File: config.mk
export PLATFORM = sky130hd
export DESIGN_NAME = pmem_arbiter
export DESIGN_NICKNAME = d
export VERILOG_FILES = /design/src/rtl/pmem_arb_pkg.sv /design/src/rtl/pmem_arbiter.sv
export SDC_FILE = /design/constraint.sdc
export NUM_CORES = 1
export LEC_CHECK = 0
export BUFFER_PORTS_ARGS = -buffer_cell sky130_fd_sc_hd__buf_2
export CAP_MARGIN = 20
export CORE_ASPECT_RATIO = 1.2
export CORE_MARGIN = 2
export CORE_UTILIZATION = 30
export DETAILED_ROUTE_END_ITERATION = 10
export GPL_TIMING_DRIVEN = 0
export HOLD_SLACK_MARGIN = 0.15
export PLACE_DENSITY = 0.69
export SYNTH_ARGS = -nofsm -noshare
export SYNTH_HDL_FRONTEND = slang
export SYNTH_SLANG_ARGS = --single-unit
export TNS_END_PERCENT = 1
File: constraint.sdc
create_clock -name clk -period 1.35 [get_ports clk]
set_input_delay 0.2025 -clock clk [delete_from_list [all_inputs] [get_ports clk]]
set_output_delay 0.2025 -clock clk [all_outputs]
set_load 0.1 [all_outputs]
File: src/rtl/pmem_arb_pkg.sv
// rtl/pmem_arb_pkg.sv - shared types and constants for the physical memory port arbiter
package pmem_arb_pkg;

  typedef enum logic [1:0] {
    IDLE,
    ACCESS,
    RESP
  } state_e;

  typedef enum logic {
    OWN_IFU,
    OWN_LSU
  } owner_e;

  localparam int LAT_MAX = 15;
  localparam int ADDR_W  = 32;
  localparam int DATA_W  = 32;
  localparam int MASK_W  = 8;

endpackage

File: src/rtl/pmem_arbiter.sv
// rtl/pmem_arbiter.sv - single-port memory arbiter between IFU fetches and LSU loads/stores
module pmem_arbiter
  import pmem_arb_pkg::*;
#(
  parameter int LAT = 1,
  parameter int RR  = 1
) (
  input  logic              clk,
  input  logic              rst_n,
  input  logic              ifu_req_valid,
  output logic              ifu_req_ready,
  input  logic [ADDR_W-1:0] ifu_addr,
  output logic              ifu_resp_valid,
  output logic [DATA_W-1:0] ifu_rdata,
  input  logic              lsu_req_valid,
  output logic              lsu_req_ready,
  input  logic [ADDR_W-1:0] lsu_addr,
  input  logic              lsu_wen,
  input  logic [DATA_W-1:0] lsu_wdata,
  input  logic [MASK_W-1:0] lsu_wmask,
  output logic              lsu_resp_valid,
  output logic [DATA_W-1:0] lsu_rdata,
  output logic              mem_valid,
  output logic [ADDR_W-1:0] mem_raddr,
  input  logic [DATA_W-1:0] mem_rdata,
  output logic              mem_wen,
  output logic [ADDR_W-1:0] mem_waddr,
  output logic [DATA_W-1:0] mem_wdata,
  output logic [MASK_W-1:0] mem_wmask
);

  localparam int CNT_W = $clog2(LAT_MAX + 1);

  state_e            state_q, state_d;
  owner_e            owner_q, owner_d;
  owner_e            last_q, last_d;
  logic [CNT_W-1:0]  cnt_q, cnt_d;
  logic [ADDR_W-1:0] addr_q, addr_d;
  logic              wen_q, wen_d;
  logic [DATA_W-1:0] wdata_q, wdata_d;
  logic [MASK_W-1:0] wmask_q, wmask_d;
  logic [DATA_W-1:0] resp_q, resp_d;

  logic grant_ifu, grant_lsu, is_store;

  always_ff @(posedge clk or negedge rst_n) begin
    if (!rst_n) begin
      state_q <= IDLE;
      owner_q <= OWN_IFU;
      last_q  <= OWN_LSU;
      cnt_q   <= '0;
      addr_q  <= '0;
      wen_q   <= 1'b0;
      wdata_q <= '0;
      wmask_q <= '0;
      resp_q  <= '0;
    end else begin
      state_q <= state_d;
      owner_q <= owner_d;
      last_q  <= last_d;
      cnt_q   <= cnt_d;
      addr_q  <= addr_d;
      wen_q   <= wen_d;
      wdata_q <= wdata_d;
      wmask_q <= wmask_d;
      resp_q  <= resp_d;
    end
  end

  assign ifu_rdata = resp_q;
  assign lsu_rdata = resp_q;

  always_comb begin
    state_d        = state_q;
    owner_d        = owner_q;
    last_d         = last_q;
    cnt_d          = cnt_q;
    addr_d         = addr_q;
    wen_d          = wen_q;
    wdata_d        = wdata_q;
    wmask_d        = wmask_q;
    resp_d         = resp_q;
    ifu_req_ready  = 1'b0;
    lsu_req_ready  = 1'b0;
    ifu_resp_valid = 1'b0;
    lsu_resp_valid = 1'b0;
    mem_valid      = 1'b0;
    mem_raddr      = '0;
    mem_wen        = 1'b0;
    mem_waddr      = '0;
    mem_wdata      = '0;
    mem_wmask      = '0;

    // On a tie the LSU wins unless round-robin says the IFU is owed a turn.
    grant_lsu = lsu_req_valid && (!ifu_req_valid || (RR == 0) || (last_q == OWN_IFU));
    grant_ifu = ifu_req_valid && !grant_lsu;
    is_store  = (owner_q == OWN_LSU) && wen_q;

    unique case (state_q)
      IDLE: begin
        ifu_req_ready = grant_ifu && rst_n;
        lsu_req_ready = grant_lsu && rst_n;
        if (grant_ifu || grant_lsu) begin
          owner_d = grant_lsu ? OWN_LSU : OWN_IFU;
          addr_d  = grant_lsu ? lsu_addr : ifu_addr;
          wen_d   = grant_lsu && lsu_wen;
          wdata_d = grant_lsu ? lsu_wdata : '0;
          wmask_d = grant_lsu ? lsu_wmask : '0;
          cnt_d   = CNT_W'(LAT - 1);
          state_d = ACCESS;
        end
      end
      ACCESS: begin
        mem_valid = 1'b1;
        mem_raddr = addr_q;
        if (is_store) begin
          mem_waddr = addr_q;
          mem_wdata = wdata_q;
          mem_wmask = wmask_q;
        end
        // Write strobe only on the final window cycle so a store lands exactly once.
        mem_wen = is_store && (cnt_q == '0);
        if (cnt_q == '0) begin
          resp_d  = is_store ? '0 : mem_rdata;
          last_d  = owner_q;
          state_d = RESP;
        end else begin
          cnt_d = cnt_q - 1'b1;
        end
      end
      RESP: begin
        ifu_resp_valid = (owner_q == OWN_IFU);
        lsu_resp_valid = (owner_q == OWN_LSU);
        state_d        = IDLE;
      end
      default: state_d = IDLE;
    endcase
  end

endmodule
==> flow_summary.ini <==
[clocking]
clkLatencyLatePin_ps = 410
clock_sinks = 113
htreeDepth = 4
cts.clk_slew.worst_paths_ps = 60
clockRootBuffer = clkbuf_16
hold_buffers = 137
cts_buffer_depth = 2
cts_inserted_buffers = 17
cts_tree = built

[critical_path]
cp_top_family = buffers and inverters
worst_ep_required_time_ps = 1150
endpoint_kind = output port
cp-start-kind = register
worst-path-max-fanout = 10
worst_path_max_delay_cell = dfrtp_1
arrival_ps = 1890
r2r_slack_ps = -260
crit_type = register to output port
critPathBufInv = 4
crit_chain = nand2b_1 -> buf_6 -> nor2_4 -> buf_8 -> buf_8 -> and2_4 -> buf_12
critPathMostFrequentCell = buf_8
cp_slowest_stage_delay_ps = 400

[route]
avgRoutedWirePerCell_um = 21.2
drc = 0
drtIter0Drc = 268
viasPerCell = 5.03
vias = 6494
drt-pass1-iter-count = 5
wl_um = 27400
antenna_left = 0

[sta]
final-setup-viol-count = 224
worst_slew_pin_slew_ps = 705
rsz0062_at_grt = yes
fmax_ghz = 0.479
slew_headroom = 0.530
fin_skew_ps = 8.79
finalCriticalPeriod_ps = 2090
maxSlewViolCount = 0
fin_ws_ps = -739
hold_violations = 36
fin_crit_sh = 1.55
whs_ps = -310
setup_tns_ps = -93630

[grt]
grt_max_degree = 78
grt_pass1_wl_um = 40800
gr-total-overflow = 0
grtUsageTotal = 0.255
antenna_found_initial = 3
grt_pass1_vias = 7198

[placed_design]
preCtsSetupSlack_ps = -1350
finalWeightedCongestion = 0.801
port_buffers = 314
detailed_place_hpwl_um = 14200
dp_cells = 1111

[synthesis]
ys_types = 36
synth_top_area_share = 0.482
synth.area.top_cells = dfrtp_1 (48%), and2_1 (11%), a22o_1 (6.2%)
yosys.area.top_type = dfrtp_1
synthesis.nets = 683
ys_seq_elements = 113
syn_area_mm2 = 0.00582
yosys_warnings = 0
synth_area_per_cell_um2 = 10.8
syn_inst = 540
yosysSeqAreaShare = 0.486

[floorplan]
io_pins = 315
dieArea_mm2 = 0.0205
core-area_mm2 = 0.0189
start_util = 0.308
die_h_um = 157
die_w_um = 131
rows = 55

[outcome]
status = finished with violations
violations = hold timing, setup timing

[power]
swShare = 0.524
p_per_area_mw_per_mm2 = 2790
p_int_mw = 17.0
clock_power_share = 0.130
switchingPower_mw = 18.7
seq_power_share = 0.184
peakVddDrop_v = 0.00163
combPwrFrac = 0.686
p_leak_nw = 6.05

[cells_and_area]
num-fill-cells = 1236
area_growth_pct = 119
final_cells = 1290
drive_gt1_frac = 0.561
final_nets = 1161

[min_path]
hold_class = input port to asynchronous set/reset pin

[flow_run]
drv_cap = 0
## placed cells by master, fill, tap and decap left out, types with 3 or more instances in the layout
master,instances
a211oi_1,11
clkbuf_1,6
buf_2,143
and2_4,101
a211oi_2,21
buf_4,58
dlygate4sd3_1,137
clkinv_2,5
buf_8,19
inv_1,4
dfrtp_1,111
a21bo_1,33
buf_12,133
clkbuf_16,20
a22o_1,41
diode_2,3
clkbuf_8,11
nand4_1,32
a2bb2oi_2,5
buf_6,34
nand2_1,32
a2bb2oi_1,27
nor2_4,4
## final timing paths
path | end | startpoint | cells after the start
worst min-delay path | addr_q[3] | rst_n | 1
worst min register to register | wdata_q[2] | wdata_q[2] | 1
min in group clk | state_q[0] | lsu_req_valid | 3
max in group asynchronous | ifu_rdata[0] | rst_n | 2
worst max register to register | ifu_rdata[4] | cnt_q[0] | 7
worst max-delay path | mem_waddr[29] | state_q[1] | 7
## routing by layer
| metal | up-vias | track usage | share of wire |
|---|---|---|---|
| li1 | 2862 | - | - |
| met1 | 3212 | 0.264 | 0.35 |
| met2 | 329 | 0.472 | 0.54 |
| met3 | 91 | 0.0693 | 0.063 |
| met4 | 0 | 0.135 | 0.051 |
| met5 | - | 0 | 0 |
## layout make-up
type / instances / area, um^2 / share of cell area
timing repair buffer: 459 / 5220 / 0.409
multi-input combinational: 338 / 2900 / 0.227
sequential: 113 / 2830 / 0.222
buffer: 83 / 848 / 0.0665
clock buffer: 23 / 508 / 0.0398
tap: 256 / 320 / 0.0251
clock inverter: 9 / 103 / 0.00804
inverter: 6 / 27.5 / 0.00216
antenna: 3 / 7.51 / 0.000588
## cell usage after synthesis
| library cell | instances |
|---|---|
| a211oi_1 | 32 |
| a21bo_1 | 33 |
| a21boi_1 | 1 |
| a21o_1 | 1 |
| a22o_1 | 41 |
| a2bb2oi_1 | 32 |
| a311o_1 | 2 |
| and2_1 | 104 |
| and3_1 | 1 |
| and3b_1 | 1 |
| buf_2 | 16 |
| buf_4 | 35 |
| buf_6 | 10 |
| clkbuf_1 | 22 |
| dfrtp_1 | 112 |
| dfstp_2 | 1 |
| ha_1 | 2 |
| inv_1 | 5 |
| inv_2 | 1 |
| mux2_1 | 1 |
| mux2i_1 | 1 |
| nand2_1 | 34 |
| nand2b_1 | 2 |
| nand4_1 | 32 |
| nor2_1 | 2 |
| nor2_4 | 2 |
| nor3_1 | 1 |
| nor3_4 | 1 |
| nor3b_1 | 3 |
| nor4_1 | 2 |
| nor4b_1 | 1 |
| o21ai_1 | 1 |
| o221ai_1 | 1 |
| o22ai_1 | 1 |
| or2_1 | 2 |
| or3_1 | 1 |
## flip-flops by register name (all words and copies together), names as in the netlist
name,cells
addr_q,32
cnt_q,4
ifu_rdata,32
last_q,1
owner_q,1
state_q,2
wdata_q,32
wen_q,1
wmask_q,8
## power by group through the flow
stage	Combinational, mW	Sequential [mW]	Clock (mW)
finish	24.4	6.55	4.64
global route	25.1	6.71	4.83
CTS	22.8	6.35	4.70
detailed placement	18.3	6.23	0
global placement	18.1	6.21	0
floorplan	12.3	9.11	0
## per-stage QoR
stage                     power, mW  utilization  cell area (um^2)  hold WS (ps)
after CTS                      33.9        0.651             12300          -311
final                          35.6        0.674             12800          -310
after detailed placement       24.5        0.413              7810           134
after floorplan                21.4            -              5890         -93.1
after global routing           36.7        0.674             12800          -288
after global placement         24.3        0.411              7780           421
## cells by family (layout without fill, tap and decap cells)
family / after synthesis / in the layout / synth area share
and+or+nand+nor: 189 / 189 / 0.192
AOI/OAI and AO/OA: 145 / 145 / 0.217
DFF: 113 / 113 / 0.486
buffers and inverters: 89 / 580 / 0.0963
adders and majority gates: 2 / 2 / 0.00430
muxes: 2 / 2 / 0.00365
other: 0 / 3 / 0
## repair_timing
action / in CTS / in global routing
resized for setup: 711 / 116
cloned: 1 / 0
setup buffers: 2 / 4
pin swaps: 18 / 11
hold endpoints to repair: 217 / 36
endpoints found under the setup margin: 285 / 266
(Power assumes the default switching activity.)
